**config.mk**
```make
export PLATFORM = sky130hd
export DESIGN_NAME = fetch_ctrl
export DESIGN_NICKNAME = d
export VERILOG_FILES = /design/src/rtl/fetch_ctrl_pkg.sv /design/src/rtl/fetch_ctrl_if_id_reg.sv /design/src/rtl/fetch_ctrl.sv
export SDC_FILE = /design/constraint.sdc
export NUM_CORES = 1
export LEC_CHECK = 0
export ABC_AREA = 1
export BUFFER_PORTS_ARGS = -buffer_cell sky130_fd_sc_hd__buf_2
export CORE_MARGIN = 3
export CORE_UTILIZATION = 46
export CTS_CLUSTER_SIZE = 10
export DETAILED_ROUTE_END_ITERATION = 10
export PLACE_DENSITY = 0.81
export SETUP_SLACK_MARGIN = 0.2
export SYNTH_ARGS = -nofsm -noshare
export SYNTH_HDL_FRONTEND = slang
export SYNTH_SLANG_ARGS = --single-unit
```
**constraint.sdc**
```tcl
create_clock -name clk -period 1.5 [get_ports clk]
set_input_delay 0.3 -clock clk [delete_from_list [all_inputs] [get_ports clk]]
set_output_delay 0.3 -clock clk [all_outputs]
set_load 0.01 [all_outputs]
```
**src/rtl/fetch_ctrl_pkg.sv**
```systemverilog
// fetch_ctrl_pkg: shared state encoding and defaults for the instruction-fetch controller
package fetch_ctrl_pkg;
  localparam int ADDR_W_DEF = 32;
  localparam int DATA_W_DEF = 32;
  localparam logic [31:0] NOP_INSTR_DEF = 32'hD503201F;
  typedef enum logic [1:0] {LAUNCH = 2'd0, FETCH = 2'd1, HOLD = 2'd2, DRAIN = 2'd3} state_t;
endpackage

```
**src/rtl/fetch_ctrl_if_id_reg.sv**
```systemverilog
// if_id_reg: IF/ID pipeline register with flush > stall > load > bubble priority
module if_id_reg import fetch_ctrl_pkg::*; #(
  parameter int ADDR_W = ADDR_W_DEF,
  parameter int DATA_W = DATA_W_DEF,
  parameter logic [DATA_W-1:0] NOP_INSTR = DATA_W'(NOP_INSTR_DEF)
) (
  input  logic              clk,
  input  logic              Reset,
  input  logic              flush,
  input  logic              stall,
  input  logic              load,
  input  logic [ADDR_W-1:0] pc,
  input  logic [DATA_W-1:0] instr,
  output logic [ADDR_W-1:0] q_pc,
  output logic [DATA_W-1:0] q_instr,
  output logic              q_valid
);
  always_ff @(posedge clk)
    if (!Reset) begin
      q_pc <= '0;
      q_instr <= NOP_INSTR;
      q_valid <= 1'b0;
    end else if (flush || (!stall && !load)) begin
      q_instr <= NOP_INSTR;
      q_valid <= 1'b0;
    end else if (!stall) begin
      q_pc <= pc;
      q_instr <= instr;
      q_valid <= 1'b1;
    end
endmodule

```
**src/rtl/fetch_ctrl.sv**
```systemverilog
// fetch_ctrl: one-outstanding-request fetch FSM feeding the IF/ID register and stalling the PC
module fetch_ctrl import fetch_ctrl_pkg::*; #(
  parameter int ADDR_W = ADDR_W_DEF,
  parameter int DATA_W = DATA_W_DEF,
  parameter logic [DATA_W-1:0] NOP_INSTR = DATA_W'(NOP_INSTR_DEF)
) (
  input  logic              clk,
  input  logic              Reset,
  input  logic [ADDR_W-1:0] PC,
  input  logic              Stall_ID,
  input  logic              Flush,
  output logic              imem_req,
  output logic [ADDR_W-1:0] imem_addr,
  input  logic              imem_ack,
  input  logic [DATA_W-1:0] imem_rdata,
  output logic              PC_Stall,
  output logic [ADDR_W-1:0] IFID_PC,
  output logic [DATA_W-1:0] IFID_Instr,
  output logic              IFID_Valid
);
  state_t state, state_nx;
  logic [ADDR_W-1:0] req_addr;
  logic [DATA_W-1:0] hold_buf;
  logic accept, stall_fsm;
  always_ff @(posedge clk)
    if (!Reset) begin
      state <= LAUNCH;
      req_addr <= '0;
      hold_buf <= '0;
    end else begin
      state <= state_nx;
      if (state == LAUNCH && !Flush) req_addr <= PC;
      if (state == FETCH && imem_ack && !Flush && Stall_ID) hold_buf <= imem_rdata;
    end
  always_comb begin
    state_nx = state;
    stall_fsm = 1'b1;
    accept = 1'b0;
    case (state)
      LAUNCH: begin
        stall_fsm = !Flush;
        state_nx = Flush ? LAUNCH : FETCH;
      end
      FETCH: begin
        // a flushed request still has to complete before the target may be issued
        if (Flush) begin
          stall_fsm = 1'b0;
          state_nx = imem_ack ? LAUNCH : DRAIN;
        end else if (imem_ack) begin
          accept = !Stall_ID;
          stall_fsm = Stall_ID;
          state_nx = Stall_ID ? HOLD : LAUNCH;
        end
      end
      HOLD: begin
        accept = !Stall_ID && !Flush;
        stall_fsm = Stall_ID && !Flush;
        state_nx = stall_fsm ? HOLD : LAUNCH;
      end
      DRAIN: begin
        stall_fsm = !Flush;
        state_nx = imem_ack ? LAUNCH : DRAIN;
      end
    endcase
  end
  assign PC_Stall = Reset && stall_fsm;
  assign imem_req = Reset && (state == FETCH || state == DRAIN);
  assign imem_addr = req_addr;
  if_id_reg #(.ADDR_W(ADDR_W), .DATA_W(DATA_W), .NOP_INSTR(NOP_INSTR)) u_if_id (
    .clk(clk),
    .Reset(Reset),
    .flush(Flush),
    .stall(Stall_ID),
    .load(accept),
    .pc(req_addr),
    .instr(state == HOLD ? hold_buf : imem_rdata),
    .q_pc(IFID_PC),
    .q_instr(IFID_Instr),
    .q_valid(IFID_Valid)
  );
endmodule

```
==> flow_metrics.env, run 1 <==
export IMPL_outcome="finished with violations"
export IMPL_violations="negative setup slack"
export IMPL_crit_path_start="state[0]$_SDFFE_PN0P_"
export IMPL_synth_edf_count=0
export IMPL_drt_wl_total_mm=17.8
export IMPL_numClockSinks=131
export IMPL_viasPerCell=5.50
export IMPL_tightest_slew_ns=0.546
export IMPL_powerDensity_nw_per_um2=1080
export IMPL_area_growth_pct=59.4
export IMPL_cpPeakStageDelay_ns=0.38
export IMPL_drv_slew=0
export IMPL_vdd_drop_max_v=0.00106
export IMPL_arrival_ns=2.20
export IMPL_hold_violations=0
export IMPL_total_power_w=0.00897
export IMPL_grt_pass1_wl_mm=25.9
export IMPL_synth_most_common_cell="dfxtp_1"
export IMPL_detail_route_wl_per_cell_um=17.6
export IMPL_clock_skew_ns=0.0101
export IMPL_die_x_um=112
export IMPL_drc=0
export IMPL_antenna_left=0
export IMPL_synth_top_area_share_pct=50.3
export IMPL_path_common_cell="buf_6"
export IMPL_grt_pass1_vias=5220
export IMPL_dieArea_um2=12600
export IMPL_cts_root_buf="clkbuf_16"
export IMPL_grt_max_degree=83
export IMPL_finalSetupViolCount=99
export IMPL_drive_above_1_share_pct=48.7
export IMPL_chipHeight_um=112
export IMPL_initial_core_util_pct=47.6
export IMPL_yosys_cell_types_count=23
export IMPL_num_io_pins=168
export IMPL_worst_setup_path_start_kind="flop"
export IMPL_track_usage_pct=25.4
export IMPL_cap_violations=0
export IMPL_ys_seq_elements=131
export IMPL_fp_coreArea_um2=10900
export IMPL_synth_seq_area_share_pct=50.3
export IMPL_synth_ff_type="dfxtp_1"
export IMPL_num_rows=38
export IMPL_regArea_um2=2640
export IMPL_cts_tree="done"
export IMPL_antenna_cells=0
export IMPL_cts_buffer_depth=2
export IMPL_htreeDepth=4
export IMPL_leakagePower_nw=3.61
export IMPL_cp_buffers_inverters=7
export IMPL_clk_pin_slew_worst_paths_ns=0.05
export IMPL_cpLargestDelayFamily="buffers and inverters"
export IMPL_dpl_cell_area_um2=6270
export IMPL_grt_antenna_before_repair=0
export IMPL_cts_buffers=17
export IMPL_final_nets=937
export IMPL_rsz0062_at_grt="true"
export IMPL_ys_top_cells_by_count="dfxtp_1, nor2_1, inv_1"
export IMPL_final_fill_count=707
export IMPL_gp_congestion=0.810
export IMPL_cp_end_kind="flop"
export IMPL_synth_nets=722
export IMPL_layout_worst_path_cycle_share_pct=123
export IMPL_rr_startpoint="state[0]$_SDFFE_PN0P_"
export IMPL_multiInputGateArea_um2=2690
export IMPL_hp_class="primary input to flop"
export IMPL_crit_type="flop to flop"
export IMPL_grt_remaining_overflow=0
export IMPL_required_ns=1.86
export IMPL_hp_start="imem_rdata[28]"
export IMPL_synthCells=648
export IMPL_layout_setup_ws_ns=-0.343
export IMPL_placed_cells=934
export IMPL_fin_area_um2=8300
export IMPL_syn_area_per_cell_um2=8.04
export IMPL_syn_cell_area_um2=5210
export IMPL_period_minus_slack_ns=1.84
export IMPL_path_max_fanout=5
export IMPL_max_clock_freq_mhz=543
export IMPL_crit_chain="inv_6, ha_4, inv_4, buf_6, nor2_4, nand3_4, buf_12, buf_6, buf_6, buf_16, a21oi_2"
export IMPL_ys_warn_count=0
export IMPL_dr_first_iter_drc_count=514
export IMPL_synth_area_leaders="dfxtp_1, a21oi_1, o21ai_0"
export IMPL_timing_slew_headroom_pct=63.6
export IMPL_synthArstFlopShare_pct=0
export IMPL_dp_hpwl_mm=8.67
export IMPL_holdBufCountCts=0
export IMPL_io_buffers=167
export IMPL_post_layout_nonfiller_instances=1013
export IMPL_slowest_stage="dfxtp_4"
export IMPL_clk_latency_ns=0.43
export IMPL_synth_top_area_cell="dfxtp_1"
export IMPL_first_pass_iters=5
export IMPL_num_vias=5571
[area by class of cell]
cell class                 count  area share, %
clock buffer                  25           6.09
clock inverter                 4          0.301
inverter                      72           3.45
multi-input combinational    401           32.4
sequential                   131           31.8
tap                          140           2.11
timing repair buffer         240           23.9
[sequential cells by signal (all words and copies together) (netlist names)]
name	flops
hold_buf	32
imem_addr	32
u_if_id.q_instr	32
u_if_id.q_pc	32
state	2
u_if_id.q_valid	1
[where the power goes]
group          switching [W]  internal (W)  total, W  leakage (nW)
combinational       0.000799      0.000624   0.00142          2.28
clock                0.00145       0.00230   0.00375         0.257
sequential          0.000151       0.00365   0.00381          1.07
[path summary, 6_finish.rpt]
check | end | slack (ns) | depth (start not counted)
worst min register to register | u_if_id.q_pc[28]$_SDFFE_PN0P_ | 0.45 | 2
worst max register to register | u_if_id.q_pc[9]$_SDFFE_PN0P_ | -0.34 | 11
worst max-delay path | u_if_id.q_pc[9]$_SDFFE_PN0P_ | -0.34 | 11
worst min-delay path | hold_buf[28]$_SDFFE_PN0P_ | 0.12 | 3
[placed cells by master, fill, tap and decap left out, types with 18 or more instances in the layout]
cell,instances
a21oi_1,24
a21oi_2,54
buf_12,19
buf_2,166
buf_4,18
buf_6,20
clkbuf_16,20
dfxtp_1,122
inv_1,66
nand2_1,60
nor2_1,70
o211ai_1,28
o21ai_0,42
o21ai_1,22
o21ai_2,44
[cells by family (layout without fill, tap and decap cells)]
logic type	count (synthesis)	count (layout)	synth area share [%]
flip-flops	131	131	50.3
AO/OA/AOI/OAI	226	226	24.3
adder cells (fa/ha/maj)	5	5	1.20
buffers and inverters	119	341	10.6
AND/OR/NAND/NOR	167	170	13.6
[metal layers]
| layer | global-route usage, % | wire length, µm | up-vias |
|---|---|---|---|
| met5 | 0 | 0 | - |
| met4 | 9.86 | 504 | 0 |
| met3 | 6.79 | 1220 | 53 |
| met2 | 43.1 | 8940 | 275 |
| met1 | 30.7 | 7180 | 2668 |
| li1 | - | - | 2575 |
[what timing repair did]
item,CTS,global route
setup buffers,22,10
gates cloned,14,4
resized for setup,107,112
pin swaps,30,19
setup endpoints to repair,100,119
[tightest hold or removal path, delay by kind of cell]
kind,cells,cell delay [ns]
buffers and inverters,1,0.09
AND/OR/NAND/NOR,2,0.11
[metrics by stage]
| stage | utilization [%] | worst slack [ns] | setup TNS (ns) | hold WS, ns |
|---|---|---|---|---|
| floorplan | - | 0.131 | 0 | 0.435 |
| global placement | 57.4 | 0.00832 | 0 | 0.431 |
| detailed placement | 57.4 | -0.0255 | -0.0334 | 0.433 |
| CTS | 71.1 | -0.273 | -12.05 | 0.104 |
| global route | 75.9 | -0.404 | -24.84 | 0.136 |
| finish | 75.9 | -0.343 | -18.93 | 0.120 |
Note: power is estimated with default switching activity, not from simulation.
==> run 2: changes to the inputs <==
Settings changed: CORE_UTILIZATION 46 to 52, CTS_BUF_LIST set to sky130_fd_sc_hd__clkbuf_4 sky130_fd_sc_hd__clkbuf_8, PLACE_DENSITY 0.81 to 0.86.
Clock period 1.5 ns to 1.91 ns, I/O delays scaled along.
==> run 2 against run 1 <==
Against the previous run: the run now ends clean; flip-flop and latch count unchanged; first-iteration DRC count decreased by 32%; clock-buffer cell count down 7; cell count down 5.6%; cell area shrank 20%; sequential share of layout area grew 7.6 points; sequential power down 23%; die area fell by 11%; clock skew increased by 0.0034 ns; highest routed layer is now met5.
==> flow_metrics.env, run 2 (synthesis results as in run 1) <==
export IMPL_cts_buffer_depth=2
export IMPL_cp_end_kind="output pin"
export IMPL_rr_startpoint="state[0]$_SDFFE_PN0P_"
export IMPL_drive_above_1_share_pct=32.2
export IMPL_finalSetupTns_ns=0
export IMPL_dieArea_um2=11300
export IMPL_tightest_slew_ns=0.413
export IMPL_clk_latency_ns=0.42
export IMPL_grt_pass1_wl_mm=21.6
export IMPL_num_rows=35
export IMPL_hold_violations=0
export IMPL_drv_slew=0
export IMPL_worst_r2r_path_depth=9
export IMPL_path_max_fanout=4
export IMPL_layout_common_cells="buf_2, dfxtp_1, nor2_1"
export IMPL_powerDensity_nw_per_um2=890
export IMPL_track_usage_pct=23.2
export IMPL_initial_core_util_pct=54.8
export IMPL_dr_first_iter_drc_count=352
export IMPL_layout_setup_ws_ns=0.0531
export IMPL_antenna_left=0
export IMPL_numClockSinks=131
export IMPL_layout_worst_path_cycle_share_pct=97.2
export IMPL_drc=0
export IMPL_antenna_cells=0
export IMPL_fp_coreArea_um2=9500
export IMPL_layout_commonest_cell="buf_2"
export IMPL_worst_setup_path_start_kind="flop"
export IMPL_viasPerCell=5.26
export IMPL_r2r_slack_ns=0.21
export IMPL_area_growth_pct=28.0
export IMPL_clk_pin_slew_worst_paths_ns=0.08
export IMPL_hp_start="imem_rdata[9]"
export IMPL_grt_remaining_overflow=0
export IMPL_die_x_um=106
export IMPL_clock_skew_ns=0.0135
export IMPL_met3_length_mm=1.04
export IMPL_holdBufCountCts=0
export IMPL_outcome="finished clean"
export IMPL_rsz0062_at_grt="true"
export IMPL_cap_violations=0
export IMPL_required_ns=1.53
export IMPL_grt_antenna_before_repair=1
export IMPL_num_io_pins=168
export IMPL_hp_class="primary input to flop"
export IMPL_grt_pass1_vias=4700
export IMPL_drt_wl_total_mm=13.4
export IMPL_htreeDepth=4
export IMPL_top_layer="met5"
export IMPL_max_clock_freq_mhz=539
export IMPL_leakagePower_nw=3.03
export IMPL_io_buffers=167
export IMPL_num_vias=5027
export IMPL_chipHeight_um=106
export IMPL_arrival_ns=1.47
export IMPL_final_nets=888
export IMPL_finalSetupViolCount=0
export IMPL_hold_path_cell_count=3
export IMPL_cts_root_buf="clkbuf_8"
export IMPL_rr_endpoint="u_if_id.q_pc[13]$_SDFFE_PN0P_"
export IMPL_dp_worst_setup_slack_ns=0.141
export IMPL_grt_max_degree=65
export IMPL_dp_hpwl_mm=9.03
export IMPL_cts_buffers=17
export IMPL_detail_route_wl_per_cell_um=14.1
export IMPL_route_met2_wl_mm=6.56
export IMPL_gp_congestion=0.783
export IMPL_period_minus_slack_ns=1.86
export IMPL_first_pass_iters=5
export IMPL_cts_tree="done"
export IMPL_crit_type="flop to output pin"
export IMPL_met1_length_mm=5.67
export IMPL_hold_path_endpoint="hold_buf[9]$_SDFFE_PN0P_"
export IMPL_timing_slew_headroom_pct=72.5
export IMPL_vdd_drop_max_v=0.000503
run 2: cell types whose count changed in the layout (fill, tap and decap cells not counted), sizes merged:
cell	before	now
buf	237	193
clkinvlp	3	4
inv	71	76
clkinv	2	5
nand2	70	67
bufinv	0	1
clkbuf	28	19
run 2: worst max-delay path: stages, from the launching register on:
cell and delay (ns):
dfxtp_4 0.38, inv_4 0.06, ha_4 0.27, inv_4 0.03, a21oi_2 0.10, a21oi_1 0.07, buf_2 0.15
run 2: cell type report:
class | count | area, µm²
Clock buffer | 18 | 241
Clock inverter | 14 | 128
Fill cell | 760 | 2830
Inverter | 72 | 278
Multi-Input combinational cell | 398 | 2120
Sequential cell | 131 | 2630
Tap cell | 129 | 161
Timing Repair Buffer | 194 | 1110
run 2: how the worst max path moves through the flow:
stage,start,to,cells after the start
2_1_floorplan,state[0]$_SDFFE_PN0P_,u_if_id.q_instr[10]$_SDFFE_PP0N_,9
3_3_place_gp,state[0]$_SDFFE_PN0P_,u_if_id.q_pc[0]$_SDFFE_PN0P_,8
3_5_place_dp,state[0]$_SDFFE_PN0P_,u_if_id.q_pc[0]$_SDFFE_PN0P_,8
4_1_cts,state[0]$_SDFFE_PN0P_,PC_Stall,6
5_1_grt,state[0]$_SDFFE_PN0P_,PC_Stall,6
6_report,state[0]$_SDFFE_PN0P_,PC_Stall,6
run 2: where the power goes:
part           leakage (nW)  internal, W  total [W]  switching [W]
clock                 0.180      0.00105    0.00216        0.00111
combinational          1.79     0.000339   0.000819       0.000480
sequential             1.07      0.00286    0.00295      0.0000916
run 2: layer usage:
layer  up-vias  track usage [%]
met5         -                0
met3        22             6.74
met2       221             40.0
met4         2             6.11
li1       2469                -
met1      2313             28.4
run 2: what timing repair did:
item | 4_1_cts | 5_1_grt
gates cloned | 0 | 1
endpoints found under the setup margin | 34 | 64
pin swaps | 6 | 4
buffers inserted | 7 | 4
resized for setup | 20 | 10
run 2: stage by stage:
stage / power, W / hold WS, ns / utilization (%) / area, µm² / cells
floorplan: 0.00346 / 0.467 / - / 5210 / 648
global placement: 0.00372 / 0.429 / 63.9 / 6080 / 912
detailed placement: 0.00375 / 0.434 / 63.9 / 6080 / 912
CTS: 0.00596 / 0.189 / 69.2 / 6580 / 951
global route: 0.00623 / 0.199 / 70.2 / 6670 / 956
finish: 0.00593 / 0.212 / 70.2 / 6670 / 956
==> run 3: changes to the inputs <==
Settings changed: GPL_TIMING_DRIVEN set to 0.
==> run 3 against run 2 <==
Against the previous run: register-to-register slack got worse by 0.04 ns; utilization up 1.4 points; total power up 5.7%; sequential share of layout area down 0.75 points; via count is 5.4% higher; routed wire length is 12% higher; die area stayed put; clock skew down 0.0028 ns; maximum frequency down 2.2%; critical path depth is the same; sequential power barely moved; global-route usage grew 3.2 points; critical endpoint unchanged; largest power group unchanged.
==> flow_metrics.env, run 3 (synthesis results as in run 1) <==
export IMPL_layout_commonest_cell="buf_2"
export IMPL_cts_root_buf="clkbuf_8"
export IMPL_cts_tree="done"
export IMPL_area_growth_pct=30.5
export IMPL_powerDensity_nw_per_um2=922
export IMPL_clk_pin_slew_worst_paths_ns=0.08
export IMPL_dr_first_iter_drc_count=314
export IMPL_grt_max_degree=17
export IMPL_cpPeakStageDelay_ns=0.40
export IMPL_grt_pass1_vias=5101
export IMPL_path_common_cell="a21oi_2"
export IMPL_arrival_ns=1.52
export IMPL_drive_above_1_share_pct=32.7
export IMPL_worst_setup_path_start_kind="flop"
export IMPL_layout_common_cells="buf_2, dfxtp_1, nor2_1"
export IMPL_leakagePower_nw=3.13
export IMPL_grt_antenna_before_repair=0
export IMPL_numClockSinks=131
export IMPL_path_depth=6
export IMPL_drt_wl_total_mm=15.1
export IMPL_outcome="finished clean"
export IMPL_chipHeight_um=106
export IMPL_hold_path_endpoint="hold_buf[9]$_SDFFE_PN0P_"
export IMPL_finalSetupViolCount=0
export IMPL_cp_buffers_inverters=3
export IMPL_max_clock_freq_mhz=527
export IMPL_cap_violations=0
export IMPL_hold_violations=0
export IMPL_rr_startpoint="state[1]$_SDFFE_PN0P_"
export IMPL_antenna_left=0
export IMPL_cts_buffer_depth=2
export IMPL_rr_endpoint="u_if_id.q_pc[25]$_SDFFE_PN0P_"
export IMPL_met1_usage_pct=31.5
export IMPL_clk_latency_ns=0.43
export IMPL_num_rows=35
export IMPL_track_usage_pct=26.4
export IMPL_busiest_layer="met2"
export IMPL_path_max_fanout=3
export IMPL_tightest_slew_ns=0.521
export IMPL_fp_coreArea_um2=9500
export IMPL_layout_setup_ws_ns=0.0112
export IMPL_gp_congestion=0.890
export IMPL_cts_buffers=17
export IMPL_antenna_cells=0
export IMPL_r2r_slack_ns=0.17
export IMPL_num_io_pins=168
export IMPL_dp_worst_setup_slack_ns=0.111
export IMPL_initial_core_util_pct=54.8
export IMPL_drv_slew=0
export IMPL_layout_worst_path_cycle_share_pct=99.4
export IMPL_first_pass_iters=6
export IMPL_die_x_um=106
export IMPL_rsz0062_at_grt="true"
export IMPL_holdBufCountCts=0
export IMPL_hold_path_cell_count=3
export IMPL_crit_chain="inv_6, ha_4, inv_4, a21oi_2, a21oi_2, buf_4"
export IMPL_dpl_cell_area_um2=6200
export IMPL_dieArea_um2=11300
export IMPL_fin_util_pct=71.5
export IMPL_fin_area_um2=6800
export IMPL_viasPerCell=5.39
export IMPL_grt_util_met3_pct=5.95
export IMPL_vdd_drop_max_v=0.000550
export IMPL_period_minus_slack_ns=1.90
export IMPL_required_ns=1.53
export IMPL_hp_start="imem_rdata[9]"
export IMPL_slowest_stage="dfxtp_4"
export IMPL_hp_class="primary input to flop"
export IMPL_timing_slew_headroom_pct=65.3
export IMPL_cpLargestDelayFamily="flip-flops"
export IMPL_num_vias=5299
export IMPL_dp_hpwl_mm=10.7
export IMPL_placed_cells=943
export IMPL_clock_skew_ns=0.0107
export IMPL_detail_route_wl_per_cell_um=15.3
export IMPL_htreeDepth=4
export IMPL_drc=0
export IMPL_grt_util_met2_pct=46.9
export IMPL_worst_r2r_path_depth=9
export IMPL_crit_type="flop to output pin"
export IMPL_grt_remaining_overflow=0
export IMPL_post_layout_nonfiller_instances=984
export IMPL_cp_end_kind="output pin"
export IMPL_grt_pass1_wl_mm=24.2
export IMPL_final_nets=916
export IMPL_io_buffers=166
==> run 3: through the flow <==
stage / power [W] / setup TNS (ns) / hold slack [ns]
final: 0.00627 / 0 / 0.205
after global placement: 0.00374 / 0 / 0.431
after global routing: 0.00652 / -0.0201 / 0.204
after detailed placement: 0.00377 / 0 / 0.435
after floorplan: 0.00346 / 0 / 0.467
after CTS: 0.00626 / 0 / 0.190
==> run 3: worst max-delay path by stage <==
stage | start | endpoint | slack (ns)
2_1_floorplan | state[0]$_SDFFE_PN0P_ | u_if_id.q_instr[10]$_SDFFE_PP0N_ | 0.44
3_3_place_gp | Reset | PC_Stall | 0.19
3_5_place_dp | state[0]$_SDFFE_PN0P_ | u_if_id.q_instr[22]$_SDFFE_PP0N_ | 0.11
4_1_cts | state[0]$_SDFFE_PN0P_ | PC_Stall | 0.009
5_1_grt | state[0]$_SDFFE_PN0P_ | PC_Stall | -0.02
6_report | state[1]$_SDFFE_PN0P_ | PC_Stall | 0.01
==> run 3: timing repair <==
item,CTS,global route
gates resized for setup,22,15
endpoints found under the setup margin,20,51
endpoints found under the hold margin,0,0
buffers inserted,7,2
cloned,0,0
pin swaps,4,6
==> run 3: layout make-up <==
class,instances,area [µm²]
clock buffers,20,263
flip-flops and latches,131,2630
inverters,72,280
repair buffers,175,911
well taps,129,161
multi-input cells,398,2100
plain buffers,47,302
clock inverters,12,155
fillers,752,2700
==> run 3: worst register-to-register path, cell delays in order (launching register included) <==
cell	delay, ns
dfxtp_4	0.40
inv_6	0.05
ha_4	0.27
inv_4	0.03
buf_4	0.12
nor2_2	0.15
nand3_4	0.21
buf_6	0.21
o21ai_1	0.13
a21oi_1	0.05
==> run 3: routing by layer <==
metal  up-vias  share of wire, %
met3        33               9.0
li1       2526                 -
met4         0               2.2
met1      2462                40
met2       278                49
met5         -                 0
==> run 3: where the power goes <==
group | switching [W] | internal (W)
Combinational | 0.000502 | 0.000344
Sequential | 0.0000935 | 0.00286
Clock | 0.00111 | 0.00136
